## src/rtl/iccm_boot_arbiter.sv

```systemverilog
`default_nettype none
// ============================================================================
// iccm_boot_arbiter : ICCM SRAM port owner and boot sequencer (loader -> core)
// Optional feature macro: ICCM_ARB_BOOT_TIMEOUT_EN (boot without a load)
// Revision: 1.0
// ============================================================================
module iccm_boot_arbiter #(
    parameter int ADDR_W       = 14,
    parameter int DATA_W       = 32,
    parameter int RELEASE_DLY  = 4,
    parameter int BOOT_TIMEOUT = 1000000
) (
    input  logic                clk_i,
    input  logic                rst_ni,
    input  logic                ldr_we_i,
    input  logic [ADDR_W-1:0]   ldr_addr_i,
    input  logic [DATA_W-1:0]   ldr_wdata_i,
    input  logic                ldr_done_i,
    input  logic                core_req_i,
    input  logic                core_we_i,
    input  logic [DATA_W/8-1:0] core_be_i,
    input  logic [ADDR_W-1:0]   core_addr_i,
    input  logic [DATA_W-1:0]   core_wdata_i,
    output logic                core_gnt_o,
    output logic                core_rvalid_o,
    output logic [DATA_W-1:0]   core_rdata_o,
    output logic                mem_req_o,
    output logic                mem_we_o,
    output logic [DATA_W/8-1:0] mem_be_o,
    output logic [ADDR_W-1:0]   mem_addr_o,
    output logic [DATA_W-1:0]   mem_wdata_o,
    input  logic [DATA_W-1:0]   mem_rdata_i,
    output logic                core_rst_no,
    output logic [1:0]          boot_state_o,
    output logic [ADDR_W:0]     wr_count_o,
    output logic                drop_o,
    output logic                timeout_o
);

    localparam int BE_W  = DATA_W / 8;
    localparam int DLY_W = (RELEASE_DLY > 1) ? $clog2(RELEASE_DLY) : 1;
    localparam int CNT_W = ADDR_W + 1;

    typedef enum logic [1:0] {
        ST_IDLE    = 2'd0,
        ST_LOAD    = 2'd1,
        ST_HANDOFF = 2'd2,
        ST_RUN     = 2'd3
    } state_e;

    state_e             state_q, state_d;
    logic [DLY_W-1:0]   dly_q, dly_d;
    logic [CNT_W-1:0]   wr_cnt_q, wr_cnt_d;
    logic               drop_q, drop_d;
    logic               rvalid_q, rvalid_d;
    logic               core_rst_q;
    logic               ldr_own;
    logic               ldr_wr;
    logic               core_gnt;
    logic               tmo_hit;

`ifdef ICCM_ARB_BOOT_TIMEOUT_EN
    localparam int TMO_W = $clog2(BOOT_TIMEOUT + 1);

    logic [TMO_W-1:0]   tmo_q, tmo_d;
    logic               timeout_q, timeout_d;

    // Counts only uninterrupted quiet cycles in IDLE; anything else clears it.
    always_comb begin
        tmo_d     = '0;
        tmo_hit   = 1'b0;
        timeout_d = timeout_q;
        if (state_q == ST_IDLE && !ldr_we_i && !ldr_done_i) begin
            if (tmo_q == TMO_W'(BOOT_TIMEOUT - 1)) begin
                tmo_hit   = 1'b1;
                timeout_d = 1'b1;
            end else begin
                tmo_d = tmo_q + TMO_W'(1);
            end
        end
    end

    always_ff @(posedge clk_i or negedge rst_ni) begin
        if (!rst_ni) begin
            tmo_q     <= '0;
            timeout_q <= 1'b0;
        end else begin
            tmo_q     <= tmo_d;
            timeout_q <= timeout_d;
        end
    end

    assign timeout_o = timeout_q;
`else
    assign tmo_hit   = 1'b0;
    assign timeout_o = 1'b0;
`endif

    assign ldr_own  = (state_q != ST_RUN);
    assign ldr_wr   = ldr_own & ldr_we_i;
    assign core_gnt = core_req_i & (state_q == ST_RUN);

    always_comb begin
        state_d = state_q;
        dly_d   = dly_q;
        unique case (state_q)
            ST_IDLE: begin
                if (ldr_done_i) begin
                    state_d = ST_HANDOFF;
                end else if (ldr_we_i) begin
                    state_d = ST_LOAD;
                end else if (tmo_hit) begin
                    state_d = ST_HANDOFF;
                end
            end
            ST_LOAD: begin
                if (ldr_done_i) begin
                    state_d = ST_HANDOFF;
                end
            end
            ST_HANDOFF: begin
                if (dly_q == '0) begin
                    state_d = ST_RUN;
                end else begin
                    dly_d = dly_q - DLY_W'(1);
                end
            end
            ST_RUN: begin
                state_d = ST_RUN;
            end
            default: begin
                state_d = ST_IDLE;
            end
        endcase
        // HANDOFF lasts exactly RELEASE_DLY cycles, counting down to zero.
        if (state_d == ST_HANDOFF && state_q != ST_HANDOFF) begin
            dly_d = DLY_W'(RELEASE_DLY - 1);
        end
    end

    always_comb begin
        wr_cnt_d = wr_cnt_q;
        if (ldr_wr && !(&wr_cnt_q)) begin
            wr_cnt_d = wr_cnt_q + CNT_W'(1);
        end
        drop_d   = drop_q | ((state_q == ST_RUN) & ldr_we_i);
        rvalid_d = core_gnt & ~core_we_i;
    end

    always_ff @(posedge clk_i or negedge rst_ni) begin
        if (!rst_ni) begin
            state_q    <= ST_IDLE;
            dly_q      <= '0;
            wr_cnt_q   <= '0;
            drop_q     <= 1'b0;
            rvalid_q   <= 1'b0;
            core_rst_q <= 1'b0;
        end else begin
            state_q    <= state_d;
            dly_q      <= dly_d;
            wr_cnt_q   <= wr_cnt_d;
            drop_q     <= drop_d;
            rvalid_q   <= rvalid_d;
            core_rst_q <= (state_d == ST_RUN);
        end
    end

    always_comb begin
        if (ldr_own) begin
            mem_req_o   = ldr_we_i;
            mem_we_o    = ldr_we_i;
            mem_be_o    = {BE_W{1'b1}};
            mem_addr_o  = ldr_addr_i;
            mem_wdata_o = ldr_wdata_i;
        end else begin
            mem_req_o   = core_req_i;
            mem_we_o    = core_we_i;
            mem_be_o    = core_be_i;
            mem_addr_o  = core_addr_i;
            mem_wdata_o = core_wdata_i;
        end
    end

    assign core_gnt_o    = core_gnt;
    assign core_rvalid_o = rvalid_q;
    assign core_rdata_o  = mem_rdata_i;
    assign core_rst_no   = core_rst_q;
    assign boot_state_o  = state_q;
    assign wr_count_o    = wr_cnt_q;
    assign drop_o        = drop_q;

endmodule
`default_nettype wire

```

## config.mk

```make
export PLATFORM = sky130hd
export DESIGN_NAME = iccm_boot_arbiter
export DESIGN_NICKNAME = d
export VERILOG_FILES = /design/src/rtl/iccm_boot_arbiter.sv
export SDC_FILE = /design/constraint.sdc
export NUM_CORES = 1
export LEC_CHECK = 0
export BUFFER_PORTS_ARGS = -buffer_cell sky130_fd_sc_hd__buf_4
export CAP_MARGIN = 25
export CORE_AREA = 5 5 89 91
export CTS_CLUSTER_DIAMETER = 30
export DETAILED_ROUTE_END_ITERATION = 10
export DIE_AREA = 0 0 94 96
export GPL_TIMING_DRIVEN = 0
export PLACE_DENSITY = 0.82
export SLEW_MARGIN = 20
export SYNTH_ARGS = -nofsm -noshare
export SYNTH_HDL_FRONTEND = slang
export SYNTH_SLANG_ARGS = --single-unit
```

## constraint.sdc

```tcl
create_clock -name clk_i -period 1.5 [get_ports clk_i]
set_input_delay 0 -clock clk_i [delete_from_list [all_inputs] [get_ports clk_i]]
set_output_delay 0 -clock clk_i [all_outputs]
set_load 0.01 [all_outputs]
```

==> impl_metrics.json, run 1 <==
{
  "grt_max_degree": 23,
  "path_clk_slew_ns": 0.08,
  "timing.fmax_mhz": 613,
  "violations": "negative setup slack",
  "netlist.area_leader.share_pct": 28.6,
  "syn-cell-area_um2": 1930,
  "path_max_fanout": 10,
  "yosysTopAreaCell": "dfrtp_1",
  "finalMaxSlewViolations": 0,
  "crit_required_ns": 1.65,
  "synth_area_leaders": "dfrtp_1 (29%), mux2_2 (27%), buf_4 (13%)",
  "syn_nets": 322,
  "start_util_pct": 27.3,
  "finalSetupViolCount": 48,
  "die_h_um": 96,
  "port_buffers": 206,
  "grt_remaining_overflow": 0,
  "arrival_ns": 1.78,
  "ys_warn_count": 0,
  "avgViaCountPerCell": 4.45,
  "num_rows": 31,
  "critPathKind": "reg2reg",
  "dieWidth_um": 94,
  "rsz0062_at_grt": "true",
  "dp_hpwl_um": 7910,
  "r2r_setup_slack_ns": -0.13,
  "ys_ff_latch": 22,
  "total_power_mw": 2.39,
  "ir_worst_vdd_mv": 0.747,
  "r2r-end": "wr_count_o[13]",
  "grt.total_usage_pct": 20.2,
  "htreeDepth": 1,
  "hold_start": "core_req_i",
  "pre_cts_ws_ns": -0.258,
  "setup_ws_ns": -0.131,
  "drc_errors": 0,
  "grt_pass1_wl_um": 14000,
  "core-area_um2": 7060,
  "antenna_found_initial": 0,
  "cts_tree": "yes",
  "period_minus_slack_ns": 1.63,
  "dieArea_um2": 9020,
  "fin_crit_sh_pct": 109,
  "holdPathStages": 3,
  "p_per_area_nw_per_um2": 546,
  "crit_path_end_kind": "flip-flop",
  "finalHoldViolCount": 0,
  "max_stage_delay_ns": 0.39,
  "crit_family": "flip-flops",
  "start_kind": "flip-flop",
  "ys_seq_area_share_pct": 28.6,
  "avgRoutedWirePerCell_um": 19.8,
  "cpMaxStageDelayCell": "dfrtp_1",
  "grt_pass1_vias": 2486,
  "regToRegStartpoint": "boot_state_o[0]",
  "synth_cell_types": 37,
  "path_cells": "buf_6 > a21bo_1 > buf_6 > nor4_4 > nand2_1 > mux2_4",
  "min_to": "core_rvalid_o",
  "finClkSkew_ns": 0.00260,
  "antenna_left": 0,
  "firstDrtPassIters": 4,
  "num_io_pins": 240,
  "outcome": "finished, violations left",
  "drive_gt1_share_pct": 81.3,
  "drt-initial-drc-count": 27,
  "clk_latency_ns": 0.26,
  "drv_cap": 0,
  "vias": 2297,
  "totalWireLength_um": 10200,
  "gp_congestion": 0.826,
  "clock_sinks": 22,
  "area_growth_pct": 127,
  "timing.critical_path.buf_inv": 2,
  "clk_path_buf_depth": 2,
  "synth_area_per_cell_um2": 10.4,
  "num_antenna_cells": 0,
  "syn-instance-count": 186,
  "final_nets": 554,
  "cpMostUsedCell": "buf_6",
  "clockRootBuffer": "clkbuf_8",
  "cts_made_buffers": 3,
  "p_leak_nw": 2.25,
  "ff2ff_path_depth": 6,
  "min_path_type": "in2reg"
}
==> layout by cell type, fill, tap and decap left out, drive strengths merged, types with 2 or more instances in the layout <==
cell type	instances
mux2	48
nand3	7
a21oi	2
nor3	2
o21ai	5
nand4	3
or2	5
inv	6
nor2b	2
ha	2
nor4	3
buf	261
xnor2	4
nor2	4
nor4b	2
xor2	9
dlygate4sd3	4
clkbuf	7
dfrtp	22
nand2	7
==> what timing repair did <==
item                                    in CTS  in global routing
resized for setup                          120                 10
gates cloned                                 3                  2
hold buffers                                 4                  0
setup buffers                               10                  3
pin swaps                                    2                  2
hold endpoints to repair                    26                  0
endpoints found under the setup margin      63                 62
==> where the power goes <==
part / total [mW] / switching [mW] / internal [mW]
registers: 0.778 / 0.104 / 0.675
clock network: 0.425 / 0.191 / 0.234
logic: 1.18 / 0.437 / 0.747
==> synthesized netlist by cell type <==
cell type  instances
mux2_2            46
buf_4             33
dfrtp_1           22
xor2_1             9
nand2_1            7
nand3_1            7
inv_1              6
buf_1              5
o21ai_0            5
or2_2              5
xnor2_1            4
nand4_2            3
nor2_1             3
a21oi_1            2
buf_6              2
ha_1               2
nor2b_1            2
nor3_1             2
nor4_4             2
nor4b_1            2
a211oi_1           1
a21bo_1            1
a2bb2oi_1          1
a311oi_2           1
a31o_2             1
a31oi_1            1
and4_1             1
clkbuf_1           1
conb_1             1
mux2_1             1
mux2_4             1
nand4b_1           1
nor2_2             1
nor3b_1            1
nor4_1             1
o2111ai_1          1
or3_4              1
==> per-stage QoR <==
| stage | util [%] | cell area, um2 | instances | hold WS (ns) | setup TNS, ns |
|---|---|---|---|---|---|
| after floorplan | - | 1940 | 186 | -0.296 | -0.158 |
| after CTS | 60.9 | 4300 | 512 | 0.0394 | -2.48 |
| after global routing | 62.0 | 4380 | 516 | 0.0474 | -6.85 |
| after global placement | 51.1 | 3610 | 491 | -0.100 | -10.96 |
| after detailed placement | 51.1 | 3610 | 491 | -0.0958 | -10.99 |
| final | 62.0 | 4380 | 516 | 0.0423 | -3.07 |
==> routing by layer <==
| layer | part of all wire (%) | up-vias | wire (um) | GRT usage [%] |
|---|---|---|---|---|
| li1 | - | 1083 | - | - |
| met1 | 39 | 1087 | 3980 | 24.9 |
| met2 | 50 | 117 | 5100 | 34.7 |
| met3 | 9.9 | 10 | 1020 | 7.11 |
| met4 | 1.1 | 0 | 116 | 3.37 |
| met5 | 0 | - | 0 | 0 |
==> logic make-up after synthesis <==
family	share of synthesized area, %
other	0.195
and+or+nand+nor	14.2
AOI/OAI and AO/OA	5.20
DFF	28.6
adders and majority gates	1.30
buffers and inverters	16.4
muxes	28.3
xor gates and xnor gates	5.91
==> sequential cells by signal, summed over array words and instances (netlist names) <==
| register | count |
|---|---|
| drop_o | 1 |
| dly_q | 2 |
| core_rst_no | 1 |
| core_rvalid_o | 1 |
| wr_count_o | 15 |
| boot_state_o | 2 |
==> final cells by class <==
cell class / count / area, um2
buffer: 41 / 357
clock buffer: 4 / 55.1
fill: 570 / 2680
inverter: 6 / 22.5
multi-input combinational: 117 / 1300
sequential: 22 / 552
tap: 99 / 124
timing repair buffer: 227 / 1970
==> tightest hold or removal path, cell delays in order <==
cell and delay, ns:
buf_4 0.11, nand3_1 0.10, nor2_1 0.06
==> how the worst max path moves through the flow <==
stage	end	cells past startpoint	from	slack, ns
finish	wr_count_o[13]	6	boot_state_o[0]	-0.13
global route	wr_count_o[13]	6	boot_state_o[0]	-0.21
CTS	wr_count_o[12]	5	boot_state_o[0]	-0.13
detailed placement	mem_wdata_o[16]	5	boot_state_o[0]	-0.26
global placement	mem_wdata_o[16]	5	boot_state_o[0]	-0.28
floorplan	wr_count_o[1]	5	wr_count_o[0]	-0.09
Note: power is estimated with default switching activity, not from simulation.
==> run 2, diff against run 1 <==
CELL_PAD_IN_SITES_DETAIL_PLACEMENT = 0   (was not set)
CELL_PAD_IN_SITES_GLOBAL_PLACEMENT = 2   (was not set)
CORE_AREA = not set   (was 5 5 89 91)
CORE_MARGIN = 5   (was not set)
CORE_UTILIZATION = 14   (was not set)
DIE_AREA = not set   (was 0 0 94 96)
PLACE_DENSITY = 0.86   (was 0.82)
==> impl_metrics.json, run 2 (synthesized netlist as in run 1, its figures left out) <==
{
  "fin_area_um2": 4560,
  "path_cells": "buf_6 > a21bo_4 > buf_8 > nor4_4 > buf_4 > o2111ai_2 > xnor2_1",
  "finClkSkew_ns": 0.00207,
  "cpMaxStageDelayCell": "dfrtp_1",
  "ir_worst_vdd_mv": 0.726,
  "grt_pass1_wl_um": 15600,
  "fin_crit_sh_pct": 106,
  "area_growth_pct": 137,
  "p_seq_share_pct": 30.0,
  "crit_path_end_kind": "flip-flop",
  "grt_pass1_vias": 2454,
  "violations": "negative setup slack",
  "num_io_pins": 240,
  "arrival_ns": 1.73,
  "antenna_left": 0,
  "setup_ws_ns": -0.0965,
  "p_comb_share_pct": 46.0,
  "p_leak_nw": 2.28,
  "start_kind": "flip-flop",
  "dieArea_um2": 16200,
  "place_area_um2": 3700,
  "max_stage_delay_ns": 0.39,
  "clock_sinks": 22,
  "power.share.clock_pct": 23.9,
  "path_max_fanout": 8,
  "finalHoldViolCount": 0,
  "startpoint": "boot_state_o[0]",
  "crit_required_ns": 1.64,
  "final_nets": 554,
  "gp_congestion": 0.912,
  "min_path_type": "in2reg",
  "avgRoutedWirePerCell_um": 18.9,
  "regArea_um2": 557,
  "largest_reg_flops": 15,
  "drt-initial-drc-count": 59,
  "rsz0062_at_grt": "true",
  "p_per_area_nw_per_um2": 568,
  "num_rows": 42,
  "final_common_cell": "buf_4",
  "drv_cap": 0,
  "critPathKind": "reg2reg",
  "finalSetupViolCount": 39,
  "ff2ff_path_depth": 7,
  "finalMaxSlewViolations": 0,
  "power_switching_share_pct": 28.9,
  "core-area_um2": 13300,
  "start_util_pct": 14.4,
  "total_power_mw": 2.59,
  "totalWireLength_um": 11200,
  "pre_cts_ws_ns": -0.291,
  "htreeDepth": 1,
  "outcome": "finished, violations left",
  "crit_path_end": "wr_count_o[11]",
  "dieWidth_um": 127,
  "grt_remaining_overflow": 0,
  "holdWs_ns": 0.0788,
  "r2r-end": "wr_count_o[11]",
  "port_buffers": 206,
  "clockRootBuffer": "clkbuf_16",
  "cts_made_buffers": 3,
  "clk_latency_ns": 0.25,
  "grt_max_degree": 23,
  "firstDrtPassIters": 4,
  "final_cell_mix": "buf_4 (200), buf_6 (53), mux2_4 (48)",
  "dp_hpwl_um": 9170,
  "path_clk_slew_ns": 0.06,
  "drc_errors": 0,
  "cts_tree": "yes",
  "multiInputGateArea_um2": 1330,
  "r2r_setup_slack_ns": -0.1,
  "stdcell_count": 593,
  "antenna_found_initial": 0,
  "regToRegStartpoint": "boot_state_o[0]",
  "p_int_mw": 1.84,
  "die_h_um": 127,
  "n_fill_cell": 1393,
  "place_inst": 568,
  "drive_gt1_share_pct": 82.5,
  "period_minus_slack_ns": 1.60,
  "grt.total_usage_pct": 12.5,
  "num_antenna_cells": 0,
  "vias": 2319,
  "p_sw_mw": 0.748,
  "fin_setup_tns_ns": -1.06,
  "clk_path_buf_depth": 2,
  "avgViaCountPerCell": 3.91,
  "timing.fmax_mhz": 626,
  "finish.utilization_pct": 34.1
}
==> run 2: cell count changes in the layout (fill, tap and decap cells not counted), moves of 2 or more <==
cell	change
buf_4	-5
buf_6	+4
clkbuf_16	+3
clkbuf_8	-3
dfrtp_1	-4
dfrtp_2	+4
mux2_2	-3
mux2_4	+3
nand2_1	-2
nand2_2	+2
or2_2	-4
or2_4	+4
==> run 2: cell type report <==
cell class | count | share of cell area, %
buffer | 41 | 8.10
clock buffer | 4 | 1.95
inverter | 6 | 0.494
multi-input combinational | 117 | 29.2
sequential | 22 | 12.2
tap | 176 | 4.83
timing repair buffer | 227 | 43.2
==> run 2: worst max-delay path, delay by kind of cell, from the launching register on <==
kind	cells	cell delay (ns)
simple gates	1	0.17
flops	1	0.39
xor+xnor	1	0.15
compound gates	2	0.34
buf+inv	3	0.44
==> run 2: layer usage <==
layer | wire length (um) | global-route usage [%]
met3 | 1000 | 4.30
met1 | 4440 | 15.2
met2 | 5620 | 21.9
met4 | 125 | 1.32
met5 | 0 | 0
==> run 2: worst min-delay path by stage <==
stage                from         endpoint  cells past startpoint
2_1_floorplan      rst_ni  boot_state_o[0]                      0
3_3_place_gp       rst_ni    wr_count_o[0]                      1
3_5_place_dp       rst_ni    wr_count_o[1]                      1
4_1_cts          ldr_we_i           drop_o                      2
5_1_grt        core_req_i    core_rvalid_o                      3
6_report       core_req_i    core_rvalid_o                      3
==> run 2: repair_timing <==
| action | 4_1_cts | 5_1_grt |
|---|---|---|
| cloned | 2 | 2 |
| hold endpoints to repair | 25 | 1 |
| pin swaps | 7 | 3 |
| hold buffers | 3 | 1 |
| buffers inserted | 13 | 2 |
| setup endpoints to repair | 64 | 66 |
| gates resized for setup | 129 | 20 |
==> run 2: power by group through the flow <==
stage | registers, mW | clock network [mW] | logic (mW)
2_1_floorplan | 0.803 | 0 | 0.386
3_3_place_gp | 0.787 | 0 | 0.970
3_5_place_dp | 0.795 | 0 | 0.987
5_1_grt | 0.794 | 0.666 | 1.28
4_1_cts | 0.777 | 0.636 | 1.20
6_report | 0.777 | 0.619 | 1.19
==> run 3, diff against run 2 <==
BUFFER_PORTS_ARGS = not set   (was -buffer_cell sky130_fd_sc_hd__buf_4)
CORE_UTILIZATION = 27   (was 14)
DONT_BUFFER_PORTS = 1   (was not set)
PLACE_DENSITY = 0.84   (was 0.86)
==> impl_metrics.json, run 3 (synthesized netlist as in run 1, its figures left out) <==
{
  "setup_ws_ns": -0.178,
  "start_kind": "flip-flop",
  "num_antenna_cells": 0,
  "p_per_area_nw_per_um2": 620,
  "start_util_pct": 28.0,
  "dp_hpwl_um": 6900,
  "port_buffers": 0,
  "fin_setup_tns_ns": -2.79,
  "final_nets": 357,
  "drv_cap": 0,
  "gp_congestion": 0.811,
  "totalWireLength_um": 8740,
  "arrival_ns": 1.86,
  "clk_path_buf_depth": 2,
  "drc_errors": 0,
  "finalSetupViolCount": 54,
  "ir_worst_vdd_mv": 0.563,
  "largest_reg_flops": 15,
  "rsz0062_at_grt": "true",
  "critPathKind": "reg2reg",
  "final_common_cell": "mux2_4",
  "path_max_fanout": 3,
  "drt-initial-drc-count": 26,
  "cts_tree": "yes",
  "min_path_type": "in2reg",
  "htreeDepth": 1,
  "clock_sinks": 22,
  "grt_pass1_vias": 1614,
  "antenna_left": 0,
  "timing.fmax_mhz": 596,
  "finalHoldViolCount": 0,
  "slew_headroom_pct": 66.3,
  "pre_cts_ws_ns": -0.307,
  "drive_gt1_share_pct": 69.9,
  "finClkSkew_ns": 0.00224,
  "period_minus_slack_ns": 1.68,
  "clockRootBuffer": "clkbuf_8",
  "outcome": "finished, violations left",
  "fin_crit_sh_pct": 112,
  "cts_made_buffers": 3,
  "area_growth_pct": 48.5,
  "p_leak_nw": 1.28,
  "firstDrtPassIters": 4,
  "tightest_slew_ns": 0.506,
  "grt_max_degree": 23,
  "grt.total_usage_pct": 16.6,
  "antenna_found_initial": 0,
  "grt_remaining_overflow": 0,
  "avgViaCountPerCell": 5.01,
  "num_io_pins": 240,
  "die_h_um": 94.5,
  "finalMaxSlewViolations": 0,
  "dieArea_um2": 8920,
  "num_rows": 30,
  "path_clk_slew_ns": 0.08,
  "clk_latency_ns": 0.25,
  "crit_required_ns": 1.68,
  "vias": 1578,
  "violations": "negative setup slack",
  "core-area_um2": 6870,
  "crit_path_end_kind": "flip-flop",
  "grt_pass1_wl_um": 10800,
  "avgRoutedWirePerCell_um": 27.7,
  "final_cell_mix": "mux2_4 (47), buf_4 (44), dfrtp_2 (11), dfrtp_1 (11), xor2_1 (9)",
  "dieWidth_um": 94.5
}
[run 3: changes by cell type in the layout (fill, tap and decap cells not counted), moves of 4 or more]
cell / previous run / this run
buf_16: 0 / 4
dfrtp_1: 17 / 11
or2_4: 4 / 0
clkbuf_16: 5 / 1
dfrtp_2: 5 / 11
buf_6: 53 / 4
or2_2: 1 / 5
buf_4: 200 / 44
[run 3: power breakdown]
group | leakage, nW | switching [mW] | internal [mW]
logic | 1.01 | 0.271 | 0.312
clock network | 0.0216 | 0.178 | 0.179
registers | 0.245 | 0.150 | 0.683
total | 1.28 | 0.600 | 1.17
[run 3: worst paths after layout]
kind / start / end / slack (ns) / cells after the start
hold reg to reg: wr_count_o[7] / wr_count_o[7] / 0.56 / 1
setup / recovery: boot_state_o[0] / wr_count_o[12] / -0.18 / 5
hold / removal: ldr_we_i / boot_state_o[0] / 0.06 / 3
min in group asynchronous: rst_ni / wr_count_o[3] / 0.26 / 2
setup reg to reg: boot_state_o[0] / wr_count_o[12] / -0.18 / 5
max in group asynchronous: rst_ni / boot_state_o[1] / 0.86 / 2
[run 3: final cells by class]
class,instances,area (um2)
inverter,6,22.5
buffer,39,324
multi-input combinational,117,1350
timing repair buffer,32,442
fill,647,4010
tap,96,120
sequential,22,564
clock buffer,3,41.3
[run 3: per-layer routing]
layer	wire length, um	part of all wire (%)	up-vias	global-route usage (%)
met3	1480	17	0	11.7
met2	4110	47	119	25.8
li1	-	-	693	-
met5	0	0	-	0
met4	0	0	0	0.721
met1	3140	36	766	19.6
[run 3: timing repair]
item / in CTS / in global routing
gates resized for setup: 92 / 18
hold buffers: 5 / 1
setup buffers: 13 / 8
pin swaps: 5 / 6
endpoints found under the setup margin: 67 / 52
endpoints found under the hold margin: 26 / 22
cloned: 4 / 1
[run 3: worst max-delay path: stages, from the launching register on]
cell      delay (ns)
dfrtp_2         0.45
buf_6           0.15
a21bo_4         0.21
or3_4           0.40
a311oi_2        0.22
xor2_1          0.18
[run 3: metrics by stage]
| step | hold WS (ns) | cell area (um2) | power (mW) | utilization (%) | std cells |
|---|---|---|---|---|---|
| finish | 0.0585 | 2860 | 1.77 | 41.6 | 315 |
| global route | 0.0888 | 2860 | 1.90 | 41.6 | 315 |
| CTS | 0.0512 | 2720 | 1.78 | 39.5 | 307 |
| detailed placement | -0.295 | 2060 | 1.30 | 29.9 | 282 |
| global placement | -0.295 | 2060 | 1.29 | 29.9 | 282 |
| floorplan | -0.296 | 1940 | 1.19 | - | 186 |
